## config.mk

```make
export PLATFORM = sky130hd
export DESIGN_NAME = stream_mux
export DESIGN_NICKNAME = d
export VERILOG_FILES = /design/src/rtl/stream_mux.sv
export SDC_FILE = /design/constraint.sdc
export NUM_CORES = 1
export LEC_CHECK = 0
export BUFFER_PORTS_ARGS = -buffer_cell sky130_fd_sc_hd__buf_2
export CAP_MARGIN = 30
export CORE_UTILIZATION = 31
export CTS_CLUSTER_DIAMETER = 30
export DETAILED_ROUTE_END_ITERATION = 7
export PLACE_DENSITY = 0.95
export SETUP_SLACK_MARGIN = 0.1
export SLEW_MARGIN = 40
export SYNTH_ARGS = -nofsm -noshare
export SYNTH_HDL_FRONTEND = slang
export SYNTH_SLANG_ARGS = --single-unit
```

## constraint.sdc

```tcl
create_clock -name clock -period 1.7 [get_ports clock]
set_input_delay 0.085 -clock clock [delete_from_list [all_inputs] [get_ports clock]]
set_output_delay 0.085 -clock clock [all_outputs]
set_load 0.1 [all_outputs]
```

## src/rtl/stream_mux.sv

```systemverilog
// Two-to-one valid/ready stream multiplexer. OUT_BUF="TRUE" adds a main/skid
// register pair so in_ready has no combinational path from out_ready.
module stream_mux #(
  parameter int    DATA_WIDTH = 32,
  parameter string OUT_BUF    = "FALSE"
) (
  input  logic                  clock,
  input  logic                  reset_n,
  input  logic                  in_select,
  input  logic [DATA_WIDTH-1:0] in_data_0,
  input  logic                  in_valid_0,
  output logic                  in_ready_0,
  input  logic [DATA_WIDTH-1:0] in_data_1,
  input  logic                  in_valid_1,
  output logic                  in_ready_1,
  output logic [DATA_WIDTH-1:0] out_data,
  output logic                  out_valid,
  input  logic                  out_ready
);

  logic [DATA_WIDTH-1:0] w_in_data;
  logic                  w_in_valid;
  logic                  w_in_ready;
  logic                  r_run;

  assign w_in_data  = in_select ? in_data_1  : in_data_0;
  assign w_in_valid = in_select ? in_valid_1 : in_valid_0;
  assign in_ready_0 = w_in_ready & ~in_select;
  assign in_ready_1 = w_in_ready &  in_select;

  // Run flag: clears asynchronously, sets on the first edge after reset release.
  always_ff @(posedge clock or negedge reset_n) begin
    if (!reset_n) begin
      r_run <= 1'b0;
    end else begin
      r_run <= 1'b1;
    end
  end

  generate
    if (OUT_BUF == "TRUE") begin : g_buf
      logic [DATA_WIDTH-1:0] r_main_data;
      logic                  r_main_valid;
      logic [DATA_WIDTH-1:0] r_skid_data;
      logic                  r_skid_valid;
      logic                  w_accept;
      logic                  w_drain;

      assign w_in_ready = r_run & ~r_skid_valid;
      assign w_accept   = w_in_valid & w_in_ready;
      assign w_drain    = r_main_valid & out_ready;
      assign out_valid  = r_main_valid;
      assign out_data   = r_main_data;

      // Main/skid pair: main feeds the output, skid catches the word accepted while main is stalled.
      always_ff @(posedge clock or negedge reset_n) begin
        if (!reset_n) begin
          r_main_data  <= '0;
          r_main_valid <= 1'b0;
          r_skid_data  <= '0;
          r_skid_valid <= 1'b0;
        end else if (w_accept) begin
          if (!r_main_valid || out_ready) begin
            r_main_valid <= 1'b1;
            if (r_skid_valid) begin
              r_main_data <= r_skid_data;
              r_skid_data <= w_in_data;
            end else begin
              r_main_data <= w_in_data;
            end
          end else begin
            r_skid_data  <= w_in_data;
            r_skid_valid <= 1'b1;
          end
        end else if (w_drain) begin
          if (r_skid_valid) begin
            r_main_data  <= r_skid_data;
            r_skid_valid <= 1'b0;
          end else begin
            r_main_valid <= 1'b0;
          end
        end
      end
    end else begin : g_pass
      // Pass-through is gated until the run flag is up so reset forces everything low.
      assign w_in_ready = r_run & out_ready;
      assign out_valid  = r_run & w_in_valid;
      assign out_data   = {DATA_WIDTH{r_run}} & w_in_data;
    end
  endgenerate

endmodule

```

==> impl_metrics.toml, run 1 <==
[timing]
fin_crit_ns = 1.16
finalSetupViolations = 0
fin_tns_setup_ns = 0
finalMaxSlewViolations = 0
rsz0062_at_grt = "no"
fmax_ghz = 0.865
hold_viol_final = 0
period_share = 0.680

[floorplan]
die_width_um = 48.2
design.core.area_um2 = 1980
io_pins = 105
chipHeight_um = 48.2
num_rows = 16
start_util = 0.334
die_area_um2 = 2320

[final_layout]
reg_top3 = "r_run: 1 flops"
final_cell_mix = "69 x buf_2, 36 x buf_12, 33 x mux2i_1, 33 x nor2b_2"
nets = 250
top_register = "r_run"
final_common_cell = "buf_2"
largest_reg_flops = 1
fin_area_um2 = 1780
n_fill_cell = 93
syn_to_final_growth_pct = 169
insertedDiodeCount = 0
drive_above_1_share = 0.787

[worst_setup_path]
critPathKind = "reg2out"
worstPathRequired_ns = 1.62
critPathArrivalTime_ns = 1.07
crit_family = "buffers and inverters"
worst_setup_path_end_kind = "output port"
critical-path-slowest-cell = "dfrtp_1"
crit_chain = "buf_4 -> and3_1 -> buf_12"
crit_buf_inv = 2
critPathMaxStageDelay_ns = 0.31
start_kind = "flop"
cp_max_fo = 35

[placed_design]
gp_congestion = 0.724
port-buffer-count = 104
dpl.hpwl_um = 2380
placedInstanceArea_um2 = 1770

[global_route]
antenna_found_initial = 0
grt_usage = 0.238
grt_first_pass_wirelength_um = 3870
grt-ovfl-total = 0
grt_pass1_vias = 920
grt_max_degree = 36

[drt]
vias = 957
antenna_left = 0
wl_um = 3020
vias_per_cell = 4.67
dr.pass1.iters = 1
drc = 0
wl_per_cell_um = 14.7
drtIter0Drc = 0

[yosys]
yosysUniqueCellTypes = 10
synth_fp_nets = 148
ys_seq_area_frac = 0.0378
netlist_area_um2 = 662
syn_inst = 78
synth.ff_latch_count = 1
avgSynthCellArea_um2 = 8.49
synth_warnings = 0

[cts]
cts_setup_buffers = 0
clkTransAtPathRegs_ns = 0

[status]
status = "complete, no violations"

[power]
p_leak_nw = 0.921
powerDensity_nw_per_um2 = 509
power_mw = 0.908
irDropWorstVdd_mv = 0.391

[run]
maxCapViolations = 0

[min_path]
hold_class = "in2async"
[synth_stat cells]
library cell  instances  area [µm²]
conb_1                1        3.75
nor2b_1              33         206
nor2_1                1        3.75
clkbuf_1              3        11.3
mux2i_1              33         330
buf_12                3        60.1
buf_6                 1        11.3
dfrtp_1               1        25.0
and3_1                1        6.26
nand2_1               1        3.75
[power by group]
part           switching [mW]  total [mW]  internal, mW
sequential           0.000471      0.0259        0.0255
clock                       0           0             0
combinational           0.546       0.882         0.335
[metrics by stage]
stage               worst slack (ns)  std cells  utilization  hold slack (ns)
floorplan                      0.149         78            -           -0.211
global placement               0.636        204        0.894           -0.139
detailed placement             0.592        204        0.894           -0.139
CTS                            0.579        205        0.899            0.391
global route                   0.503        205        0.899            0.424
finish                         0.544        205        0.899            0.410
[final cells by class]
cell class | instances | area, µm² | share of cell area
multi-input cells | 70 | 639 | 0.359
well taps | 27 | 33.8 | 0.0190
flip-flops and latches | 1 | 25.0 | 0.0140
repair buffers | 107 | 1080 | 0.608
[layer usage]
metal  track usage  vias to the layer above  part of all wire
met5             0                        -                 0
met2         0.523                       61              0.59
li1              -                      469                 -
met3        0.0370                        4             0.080
met4        0.0500                        0             0.011
met1         0.219                      423              0.32
[cell families after synthesis]
kind of cell / after synthesis / share of synthesized area
buffers and inverters: 7 / 0.125
DFF: 1 / 0.0378
muxes: 33 / 0.499
other: 1 / 0.00567
and+or+nand+nor: 36 / 0.333
[repair_timing]
action                                  4_1_cts  5_1_grt
endpoints found under the setup margin        0        0
endpoints found under the hold margin         1        0
resized for setup                             0        0
hold buffers                                  1        0
[final timing paths]
check	from	to	slack (ns)	depth (start not counted)
max	r_run	in_ready_1	0.54	3
min	reset_n	r_run	0.41	2
max in group asynchronous	reset_n	r_run	1.21	2
min in group clock	out_ready	in_ready_0	0.54	4
No activity file was read; power rests on OpenSTA's default activity.
==> run 2, diff against run 1 <==
--- a/config.mk
+++ b/config.mk
@@ -5,12 +5,13 @@
 export SDC_FILE = /design/constraint.sdc
 export NUM_CORES = 1
 export LEC_CHECK = 0
+export ABC_AREA = 1
 export BUFFER_PORTS_ARGS = -buffer_cell sky130_fd_sc_hd__buf_2
 export CAP_MARGIN = 30
-export CORE_UTILIZATION = 31
+export CORE_UTILIZATION = 28
 export CTS_CLUSTER_DIAMETER = 30
 export DETAILED_ROUTE_END_ITERATION = 7
-export PLACE_DENSITY = 0.95
+export PLACE_DENSITY = 0.86
 export SETUP_SLACK_MARGIN = 0.1
 export SLEW_MARGIN = 40
 export SYNTH_ARGS = -nofsm -noshare
==> constraint.sdc (replaced) <==
create_clock -name clock -period 1 [get_ports clock]
set_input_delay 0.05 -clock clock [delete_from_list [all_inputs] [get_ports clock]]
set_output_delay 0.05 -clock clock [all_outputs]
set_load 0.1 [all_outputs]
==> run 2 against run 1 <==
The flow now finishes with violations (setup timing); global-route usage fell by 3.1 points; critical path depth rose by 1; final area rose by 20%; utilization fell by 4.7 points; routed wire length rose by 6.8%; sequential share of layout area fell by 0.17 points.
==> impl_metrics.toml, run 2 <==
[power]
p_leak_nw = 1.18
irDropWorstVdd_mv = 0.614
powerDensity_nw_per_um2 = 821

[run]
maxCapViolations = 0

[yosys]
synth_ff_type = "dfrtp_1"
netlist_area_um2 = 748
synth.area.top_cells = "nor2_1 34%, nand2_1 34%, inv_1 17%, buf_6 6.0%, buf_2 5.4%"
synth_edf_count = 0
synth_warnings = 0
yosysUniqueCellTypes = 7
synth.ff_latch_count = 1
syn_inst = 183
synth_common_cells = "68 x nor2_1, 67 x nand2_1, 34 x inv_1"
async_reset_ff_frac = 1.00
synth_most_common_cell = "nor2_1"
yosys.area.top_type_share = 0.341
avgSynthCellArea_um2 = 4.09
synth_fp_nets = 253
ys_seq_area_frac = 0.0334
yosysTopAreaCell = "nor2_1"

[drt]
route.met3.wl_um = 275
vias = 1343
vias_per_cell = 4.32
wl_met1_um = 1080
wl_met2_um = 1840
drc = 0
dr.pass1.iters = 4
wl_um = 3220
wl_per_cell_um = 10.4
drtIter0Drc = 17
highest_layer = "met4"
antenna_left = 0

[final_layout]
syn_to_final_growth_pct = 185
largest_reg_flops = 1
final_cell_mix = "69 x buf_2, 59 x nand2_1, 38 x buf_12, 35 x nor2_4, 34 x inv_1"
reg_top3 = "r_run: 1 flops"
drive_above_1_share = 0.544
top_register = "r_run"
nets = 353
final_common_cell = "buf_2"
insertedDiodeCount = 0

[worst_setup_path]
start_kind = "flop"
critPathArrivalTime_ns = 0.96
worstPathRequired_ns = 0.95
critPathLaunch = "r_run"
worst_setup_path_end_kind = "output port"
cp_max_fo = 20
critPathKind = "reg2out"

[placed_design]
dpl.hpwl_um = 2720
port-buffer-count = 104
pre_cts_slack_ns = -0.0651
gp_congestion = 0.680

[timing]
rsz0062_at_grt = "yes"
hold_viol_final = 0
finalMaxSlewViolations = 0
worst_slack_ns = -0.00646
finalSetupViolations = 1
fin_crit_ns = 1.01
fmax_ghz = 0.994
whs_ns = 0.412
period_share = 1.01

[floorplan]
die_width_um = 53.7
io_pins = 105
start_util = 0.299
num_rows = 18
die_area_um2 = 2880
design.core.area_um2 = 2500
chipHeight_um = 53.7

[global_route]
grt_usage = 0.208
grt_max_degree = 39
grt_first_pass_wirelength_um = 4530
grt_pass1_vias = 1162
grt-ovfl-total = 0
antenna_found_initial = 0

[status]
violations = "setup timing"
status = "finished with violations"

[cts]
cts_setup_buffers = 0
clkTransAtPathRegs_ns = 0

[min_path]
hold_class = "in2async"
run 2: cell types whose count changed after synthesis, sizes merged:
cell and delta:
buf +8, nor2 +67, mux2i -33, clkbuf -3
and3 -1, nand2 +66, inv +34, nor2b -33
run 2: power by group:
group,internal (mW),leakage [nW],switching [mW]
Sequential,0.0437,0.0107,0.00307
Clock,0,0,0
Combinational,0.612,1.17,1.09
Total,0.656,1.18,1.09
run 2: worst max-delay path by stage:
stage | end | slack [ns] | cells after the start
5_1_grt | out_data[19] | -0.05 | 4
4_1_cts | out_data[27] | -0.02 | 4
6_report | in_ready_0 | -0.006 | 4
3_3_place_gp | out_data[31] | -0.03 | 4
3_5_place_dp | in_ready_0 | -0.07 | 4
2_1_floorplan | out_data[12] | -0.16 | 4
run 2: metal layers:
| metal | up-vias | GRT usage |
|---|---|---|
| li1 | 699 | - |
| met1 | 572 | 0.196 |
| met2 | 68 | 0.449 |
| met3 | 4 | 0.0424 |
| met4 | 0 | 0.0263 |
| met5 | - | 0 |
run 2: area by class of cell:
type                    count  area (µm²)
fillers                   158         370
inverters                  34         128
multi-input cells         136         803
flip-flops and latches      1        26.3
well taps                  30        37.5
repair buffers            110        1130
run 2: metrics by stage:
| step | setup TNS, ns | utilization | total power, mW | cell area (µm²) | cells |
|---|---|---|---|---|---|
| finish | -0.00646 | 0.852 | 1.75 | 2130 | 311 |
| global route | -0.922 | 0.852 | 1.82 | 2130 | 311 |
| CTS | -0.143 | 0.840 | 1.74 | 2100 | 310 |
| detailed placement | -0.647 | 0.834 | 1.73 | 2080 | 309 |
| global placement | -0.333 | 0.834 | 1.70 | 2080 | 309 |
| floorplan | -5.27 | - | 1.13 | 1040 | 183 |
run 2: what timing repair did:
action / in CTS / in global routing
gates resized for setup: 2 / 9
pin swaps: 0 / 2
hold buffers: 1 / 0
endpoints found under the hold margin: 1 / 0
cloned: 0 / 1
setup endpoints to repair: 35 / 35
run 2: kinds of logic (layout without fill, tap and decap cells):
group / count (synthesis) / count (layout) / synth area share
other cells: 1 / 1 / 0.00501
simple gates: 135 / 135 / 0.677
flops: 1 / 1 / 0.0334
buf+inv: 46 / 144 / 0.284
run 2: worst max-delay path: stages, from the launching register on:
cell and delay [ns]:
dfrtp_2 0.38, buf_12 0.16, nand2_2 0.10, nor2_4 0.12, buf_12 0.18
